<file path="config.mk">
export PLATFORM = sky130hd
export DESIGN_NAME = usr_shift_seq
export DESIGN_NICKNAME = d
export VERILOG_FILES = /design/src/rtl/usr_pkg.sv /design/src/rtl/iiitb_usr.sv /design/src/rtl/usr_shift_seq.sv
export SDC_FILE = /design/constraint.sdc
export NUM_CORES = 1
export LEC_CHECK = 0
export BUFFER_PORTS_ARGS = -buffer_cell sky130_fd_sc_hd__buf_2
export CELL_PAD_IN_SITES_DETAIL_PLACEMENT = 0
export CELL_PAD_IN_SITES_GLOBAL_PLACEMENT = 1
export CORE_UTILIZATION = 30
export CTS_CLUSTER_DIAMETER = 60
export DETAILED_ROUTE_END_ITERATION = 6
export GPL_TIMING_DRIVEN = 0
export PLACE_DENSITY_LB_ADDON = 0.1
export RECOVER_POWER = 25
export SYNTH_ARGS = -nofsm -noshare
export SYNTH_HDL_FRONTEND = slang
export SYNTH_SLANG_ARGS = --single-unit
</file>
<file path="constraint.sdc">
create_clock -name clock -period 2.8 [get_ports clock]
set_clock_uncertainty 0.1 [all_clocks]
set_input_delay 0.28 -clock clock [delete_from_list [all_inputs] [get_ports clock]]
set_output_delay 0.28 -clock clock [all_outputs]
set_load 0.02 [all_outputs]
</file>
<file path="src/rtl/usr_pkg.sv">
`default_nettype none
// ============================================================================
// Module : usr_pkg
// Brief  : Shared types and select encodings for the usr_shift_seq block.
// Rev    : 1.0
// ============================================================================
package usr_pkg;

  typedef enum logic [1:0] {
    IDLE  = 2'd0,
    SHIFT = 2'd1,
    DONE  = 2'd2
  } state_t;

  localparam logic [1:0] SEL_SHL  = 2'b00;
  localparam logic [1:0] SEL_SHR  = 2'b01;
  localparam logic [1:0] SEL_LOAD = 2'b10;
  localparam logic [1:0] SEL_HOLD = 2'b11;

endpackage
`default_nettype wire

</file>
<file path="src/rtl/iiitb_usr.sv">
`default_nettype none
// ============================================================================
// Module : iiitb_usr
// Brief  : Universal shift register: shift left, shift right, load, hold.
// Rev    : 1.0
// ============================================================================
module iiitb_usr
  import usr_pkg::*;
#(
  parameter int MSB = 8
) (
  input  logic           clock,
  input  logic           clear,
  input  logic [1:0]     i_select,
  input  logic [MSB-1:0] i_data_in,
  output logic [MSB-1:0] o_data_out
);

  logic [MSB-1:0] r_data;

  // Left shifts fill from data_in[0], right shifts fill from data_in[MSB-1].
  always_ff @(posedge clock) begin
    if (clear) begin
      r_data <= '0;
    end else begin
      case (i_select)
        SEL_SHL:  r_data <= {r_data[MSB-2:0], i_data_in[0]};
        SEL_SHR:  r_data <= {i_data_in[MSB-1], r_data[MSB-1:1]};
        SEL_LOAD: r_data <= i_data_in;
        default:  r_data <= r_data;
      endcase
    end
  end

  assign o_data_out = r_data;

endmodule
`default_nettype wire

</file>
<file path="src/rtl/usr_shift_seq.sv">
`default_nettype none
// ============================================================================
// Module : usr_shift_seq
// Brief  : Full-duplex serial engine sequencing one iiitb_usr shift register.
// Rev    : 1.0
// ============================================================================
module usr_shift_seq
  import usr_pkg::*;
#(
  parameter int MSB = 8
) (
  input  logic           clock,
  input  logic           clear,
  input  logic           start_valid,
  output logic           start_ready,
  input  logic [MSB-1:0] load_data,
  input  logic           dir,
  output logic           ser_out,
  output logic           ser_valid,
  input  logic           ser_ready,
  input  logic           ser_in,
  output logic [MSB-1:0] rx_data,
  output logic           rx_valid,
  input  logic           rx_ready,
  output logic           busy
);

  localparam int CW = $clog2(MSB);
  localparam logic [CW-1:0] C_LAST = CW'(MSB - 1);

  state_t          r_state;
  logic [CW-1:0]   r_cnt;
  logic            r_dir;
  logic [1:0]      w_sel;
  logic [MSB-1:0]  w_din;
  logic [MSB-1:0]  w_q;
  logic            w_start;
  logic            w_beat;

  assign w_start = start_valid & start_ready;
  assign w_beat  = (r_state == SHIFT) & ser_ready;

  // Serial bit is replicated so either fill position of the register sees it.
  always_comb begin
    w_sel = SEL_HOLD;
    w_din = load_data;
    case (r_state)
      IDLE: begin
        if (w_start) w_sel = SEL_LOAD;
      end
      SHIFT: begin
        if (ser_ready) begin
          w_sel = r_dir ? SEL_SHR : SEL_SHL;
          w_din = {MSB{ser_in}};
        end
      end
      default: w_sel = SEL_HOLD;
    endcase
  end

  always_ff @(posedge clock) begin
    if (clear) begin
      r_state <= IDLE;
      r_cnt   <= '0;
      r_dir   <= 1'b0;
    end else begin
      case (r_state)
        IDLE: begin
          if (w_start) begin
            r_state <= SHIFT;
            r_cnt   <= '0;
            r_dir   <= dir;
          end
        end
        SHIFT: begin
          if (w_beat) begin
            if (r_cnt == C_LAST) begin
              r_state <= DONE;
              r_cnt   <= '0;
            end else begin
              r_cnt <= r_cnt + 1'b1;
            end
          end
        end
        DONE: begin
          if (rx_ready) r_state <= IDLE;
        end
        default: r_state <= IDLE;
      endcase
    end
  end

  iiitb_usr #(
    .MSB(MSB)
  ) u_usr (
    .clock      (clock),
    .clear      (clear),
    .i_select   (w_sel),
    .i_data_in  (w_din),
    .o_data_out (w_q)
  );

  assign start_ready = (r_state == IDLE) & ~clear;
  assign ser_valid   = (r_state == SHIFT);
  assign ser_out     = r_dir ? w_q[0] : w_q[MSB-1];
  assign rx_valid    = (r_state == DONE);
  assign rx_data     = w_q;
  assign busy        = (r_state != IDLE);

endmodule
`default_nettype wire

</file>
-- Yosys cells after proc, flatten, opt, wreduce, memory -nomap -nowiden
Cells that the tools add are included.
- flip-flop bits (word level): 14
- input bits: 15
- equality and inequality tests: 9
- reduce and logical (&&, ||, !) cells: 8
- $add $sub $neg: 1
- multiplexer cells: 17
- bitwise logic cells: 4
- operators with widths (kind ; count):
    8-bit one-hot mux with 3 select lines ; 1
    8-bit two-way mux ; 2
    2-bit two-way mux ; 5
    3-bit two-way mux ; 3
    2-bit by 1-bit inequality test with 1-bit output (second input constant) ; 3
    2-bit one-hot mux with 3 select lines ; 1
    3-bit one-hot mux with 2 select lines ; 1
    2-bit by 1-bit == test with 1-bit output (second input constant) ; 2
    2-bit == test (second input constant) ; 2
    2-bit zero test ; 2
    2-bit one-hot mux with 2 select lines ; 1
    4-bit AND reduction ; 1
    2-bit nonzero test ; 2
    3-bit by 1-bit adder with 3-bit output (second input constant) ; 1
    1-bit AND ; 3
    3-bit == test (second input constant) ; 1
    1-bit two-way mux ; 3
    3-bit AND reduction ; 1
    3-bit nonzero test ; 1
    2-bit inequality test (second input constant) ; 1
    2-bit AND reduction ; 1
    1-bit inverter ; 1

-- Longest topological paths before layout
- word-level depth: 7
- gate-level depth with buffers: 9

-- Modules after synthesis
A second synthesis with hierarchy kept.
- cells, all modules: 110
- area, all modules: 894.6 sq um
- modules (own cells, without submodules) (module ; area an instance (sq um) ; times used ; seq. area each (sq um) ; cells each):
    iiitb_usr ; 471.7 ; 1 ; 160.2 ; 53
    usr_shift_seq ; 422.9 ; 1 ; 120.1 ; 57

-- Worst setup path before layout
OpenSTA, ideal clock, no wires.
- path type: register to register
- from: register r_state[0]
- to: register u_usr.r_data[1], in the netlist u_usr.o_data_out[1]
- setup time: 0.138 ns
- stages on the path, launching flop included: 10
- path slack: 0.138 ns
- path buffers: 2
- required time: 2.562 ns
- data arrival time: 2.424 ns
- cells stage by stage: dfxtp_1 > buf_2 > nor3_1 > a21bo_2 > nand2_1 > ha_1 > clkbuf_1 > inv_1 > a311oi_4 > a211oi_1
- cells in the longest elaborated chain, start to end: 7
- elaborated cells on any way between the ends: 12
- those cells by class: eq/ne (3); mux (4); bitwise (2); reduce/logical (3)
- RTL lines (what ; RTL line ; source):
    start, declared ; usr_shift_seq.sv:31 ; state_t r_state;
    start signal, assigned ; usr_shift_seq.sv:63 ; r_state <= IDLE;
    start signal, assigned ; usr_shift_seq.sv:70 ; r_state <= SHIFT;
    start signal, assigned ; usr_shift_seq.sv:78 ; r_state <= DONE;
    2-bit zero test * ; usr_shift_seq.sv:103 ; assign start_ready = (r_state == IDLE) & ~clear;
    1-bit AND * ; usr_shift_seq.sv:103 ;
    net start_ready ; usr_shift_seq.sv:15 ; output logic start_ready,
    1-bit AND * ; usr_shift_seq.sv:40 ; assign w_start = start_valid & start_ready;
    1-bit two-way mux * ; usr_shift_seq.sv:49 ; if (w_start) w_sel = SEL_LOAD;
    2-bit one-hot mux with 2 select lines * ; usr_shift_seq.sv:47 ; case (r_state)
    2-bit == test, or another cell as far along ; iiitb_usr.sv:26 ; case (i_select)
    8-bit one-hot mux with 3 select lines / 3-bit nonzero test (equally long branches) ; -- ;
    end signal, assigned ; iiitb_usr.sv:27 ; SEL_SHL: r_data <= {r_data[MSB-2:0], i_data_in[0]};
    end signal, assigned ; iiitb_usr.sv:28 ; SEL_SHR: r_data <= {i_data_in[MSB-1], r_data[MSB-1:1]};
    end signal, assigned ; iiitb_usr.sv:29 ; SEL_LOAD: r_data <= i_data_in;
    end, declared ; iiitb_usr.sv:19 ; logic [MSB-1:0] r_data;
Mark *: on every way through the listed nets, which the timed path passes. The rest lies on a longest branch.
A chain may end at the register's enable or synchronous reset.

-- Worst setup path in the final report
- from: register r_state[0]
- to: register u_usr.r_data[1], in the netlist u_usr.o_data_out[1]
- cells in the longest elaborated chain, start to end: 7
- elaborated cells on any way between the ends: 12
- those cells by class: eq/ne (3); mux (4); bitwise (2); reduce/logical (3)
- RTL lines (what ; RTL line):
    2-bit zero test ; usr_shift_seq.sv:47, usr_shift_seq.sv:103
    1-bit AND ; usr_shift_seq.sv:103
    1-bit AND ; usr_shift_seq.sv:40
    1-bit two-way mux ; usr_shift_seq.sv:49
    2-bit one-hot mux with 2 select lines ; usr_shift_seq.sv:47
    2-bit == test, or another cell as far along ; iiitb_usr.sv:26
    8-bit one-hot mux with 3 select lines / 3-bit nonzero test (equally long branches) ; --
Several ways; a longest one is shown, not always the timed one.

==> impl_summary.txt <==
----------------------------------------------------
[Min path]
  Worst Hold Class ... in -> reg

[Finish]
  Diodes inserted ... 0
  Cell Count, Final, Fillers Out ... 155
  Nets@finish ... 145
  Util after Layout ... 0.391
  Filler cells ... 309
  Synthesis-to-finish area growth ... 23.5%
  Layout cells sized above 1 ... 0.282

[Floorplanning]
  IO Pins ... 28
  Site row count ... 19
  Core ar. ... 2760 sq um
  Initial Utilization ... 0.316
  Die Height ... 55.9 um
  Total Die Area ... 3130 sq um
  Die Span X ... 55.9 um

[Clock tree]
  TritonCTS buffer count ... 3
  Buffer type at the clock tree root ... sky130_fd_sc_hd__clkbuf_4
  Clock input transition at the sequential cells of the worst setup and hold paths ... 0.10 ns
  Count of clock tree sinks ... 14
  Longest Clk Path Bufs ... 2
  Post-CTS setup buffers ... 0
  Htree depth ... 1
  CTS tree ... yes
  Clk Latency, worst-skew pair ... 0.29 ns

[Power]
  Worst vdd rail ir drop ... 0.000288 V
  Cell area power density ... 514 nW/um^2
  Leakage power summed over all cells ... 0.000447 uW

[Setup path]
  Crit path to ... u_usr.o_data_out[1]$_SDFFE_PP0P_
  Startpoint kind of the worst setup timing path ... register
  Worst EP arrival ... 2.70 ns
  Worst Reg2Reg Path Length in Cells ... 8
  Setup slack of the most critical reg-to-reg path ... 0.15 ns
  Destination of the worst register-to-register timing path ... u_usr.o_data_out[1]$_SDFFE_PP0P_
  Crit path launch ... r_state[0]$_SDFFE_PP0P_
  Required time at the endpoint of the critical path ... 2.85 ns
  Reg-to-Reg Start ... r_state[0]$_SDFFE_PP0P_
  Class of the most critical setup path ... reg -> reg
  Largest driver fanout on the critical path ... 10
  Element type at the critical path end ... register

[Global routing]
  Global-route wire length before repair ... 3900 um
  GR Layer Usage met1 ... 0.234
  Largest net degree at the start of global routing ... 12
  Global routing usage on met3 ... 0.0558
  Via count of the first global-routing pass ... 807
  Met2 usage in global routing ... 0.225
  Final global-route overflow total ... 0
  Combined global-route utilization of all metal layers ... 0.159
  Number of antenna violations at the first check in global routing ... 0
  Busiest layer in global routing ... met1

[Route]
  Detailed-route DRC error count ... 0
  Via-per-instance ratio ... 5.52
  Violation count after the first detailed-route iteration ... 22
  Number of nets with antenna violations after detailed routing ... 0
  Routed wire length ... 2400 um
  First drt pass iteration count ... 4
  Routed wire length per instance ... 15.5 um
  Via count of the routed design ... 855

[Placed design]
  Final HPWL from detailed placement ... 1650 um
  Pre-CTS setup slack ... -0.144 ns
  RePlAce Congestion ... 0.747
  # placed instances ... 153
  Buffers added on ports ... 27

[Synth]
  Number of instances in the synthesized netlist ... 95
  Number of register bits inferred by synthesis ... 14
  Synthesized netlist net count ... 115
  Number of flops mapped to enable cells by yosys ... 0
  Library cell with the largest summed area after synthesis ... sky130_fd_sc_hd__dfxtp_1
  Share of the synthesized area in the top cell type ... 0.321
  Async S/R FF share, synth ... 0
  Commonest cells post-synth ... sky130_fd_sc_hd__dfxtp_1, sky130_fd_sc_hd__nand2b_1
  Post-Syn Area ... 872 sq um
  Mean area per synthesized cell ... 9.18 sq um
  Number of unique standard cell types used by synthesis ... 35
  Synthesis Warnings ... 0
  Most area-consuming cells after synthesis ... sky130_fd_sc_hd__dfxtp_1, sky130_fd_sc_hd__ha_1, sky130_fd_sc_hd__nand2b_1, sky130_fd_sc_hd__a32oi_1, sky130_fd_sc_hd__a211oi_1
  Fraction of the yosys area taken by sequential cells ... 0.321
  Dominant synthesized flop cell ... sky130_fd_sc_hd__dfxtp_1
  Leading cell type by number of instances after synthesis ... sky130_fd_sc_hd__dfxtp_1

[Timing]
  Count of pins over their slew limit ... 0
  RSZ-0062 raised after global routing ... false
  Timing-limited maximum frequency ... 377 MHz
  Minimum clock period after layout ... 2.65 ns
  Worst-case headroom to the max-slew limit ... 0.644
  Final Worst Setup Slack ... 0.147 ns
  Final number of setup-violating endpoints ... 0
  Transition time at the pin with the least slew margin ... 0.533 ns
  Period Utilization, post-route ... 0.947
  Final hold viol count ... 0

[Status]
  Outcome ... complete, no violations

[Job]
  Number of max-capacitance violations reported ... 0

----------------------------------------------------
[power by group]
part           total, uW  internal (uW)  leakage, uW  switching [uW]
Sequential           233            217     0.000115            17.0
Clock                154           79.2    0.0000210            75.2
Combinational        166           65.3     0.000311             101
Total                554            361     0.000447             193
[layout make-up]
type / instances / area (sq um) / area share
sequential: 14 / 280 / 0.260
buffer: 5 / 20.0 / 0.0186
tap: 31 / 38.8 / 0.0360
multi-input combinational: 71 / 563 / 0.523
timing repair buffer: 27 / 128 / 0.118
inverter: 3 / 11.3 / 0.0105
clock buffer: 4 / 36.3 / 0.0337
[state kept, by name (all words and copies together), names as in the netlist]
| register | cells |
|---|---|
| r_cnt | 3 |
| r_dir | 1 |
| r_state | 2 |
| u_usr.o_data_out | 8 |
[how the worst min path moves through the flow]
stage	startpoint	end	slack [ns]	cells after the start
4_1_cts	dir	r_dir$_SDFFE_PP0P_	0.13	3
3_3_place_gp	r_cnt[1]$_SDFFE_PP0P_	r_cnt[1]$_SDFFE_PP0P_	0.37	2
2_1_floorplan	dir	r_dir$_SDFFE_PP0P_	0.33	2
5_1_grt	load_data[0]	u_usr.o_data_out[0]$_SDFFE_PP0P_	0.16	3
6_report	dir	r_dir$_SDFFE_PP0P_	0.13	3
3_5_place_dp	r_cnt[1]$_SDFFE_PP0P_	r_cnt[1]$_SDFFE_PP0P_	0.38	2
[logic make-up after synthesis]
kind of cell             after synthesis  share of synthesized area
AND/OR/NAND/NOR                       33                      0.241
buffers and inverters                 10                     0.0445
multiplexers                           3                     0.0359
adder cells (fa/ha/maj)                5                     0.0717
flip-flops                            14                      0.321
AO/OA/AOI/OAI                         30                      0.286
[placed cells by master (no fill, tap or decap), drive strengths merged, types with 2 or more instances in the layout]
master	count
nand3	3
buf	22
nor2	3
o21ai	3
a211oi	6
a311oi	2
and2	2
clkbuf	14
nand2b	10
nand3b	3
nor3	2
nor2b	2
a32oi	6
nand2	3
dfxtp	14
inv	3
mux2i	2
o31ai	6
ha	5
[metal layers]
layer  share of wire  routed length (um)
met5               0                   0
met3           0.051                 122
met2            0.41                 993
met1            0.53                1270
met4          0.0071                  17
[what timing repair did]
| action | CTS | global route |
|---|---|---|
| endpoints found under the setup margin | 6 | 7 |
| hold buffers | 0 | 0 |
| pin swaps | 0 | 1 |
| resized for setup | 1 | 1 |
[worst max-delay path: stages, from the launching register on]
cell                       delay, ns
sky130_fd_sc_hd__dfxtp_1        0.31
sky130_fd_sc_hd__buf_2          0.17
sky130_fd_sc_hd__or3b_2         0.51
sky130_fd_sc_hd__a21oi_4        0.22
sky130_fd_sc_hd__nand2_1        0.11
sky130_fd_sc_hd__ha_2           0.45
sky130_fd_sc_hd__inv_1          0.12
sky130_fd_sc_hd__a311oi_4       0.37
sky130_fd_sc_hd__a211oi_1       0.13
[through the flow]
step                      area, sq um  total power [uW]  hold WS, ns  TNS (ns)
after floorplan                   872               348        0.327         0
after global placement           1050               402        0.369    -0.940
after detailed placement         1050               402        0.380    -0.809
after CTS                        1080               558        0.132         0
after global routing             1080               583        0.159         0
final                            1080               554        0.132         0
Power figures use the tool's default switching activity.
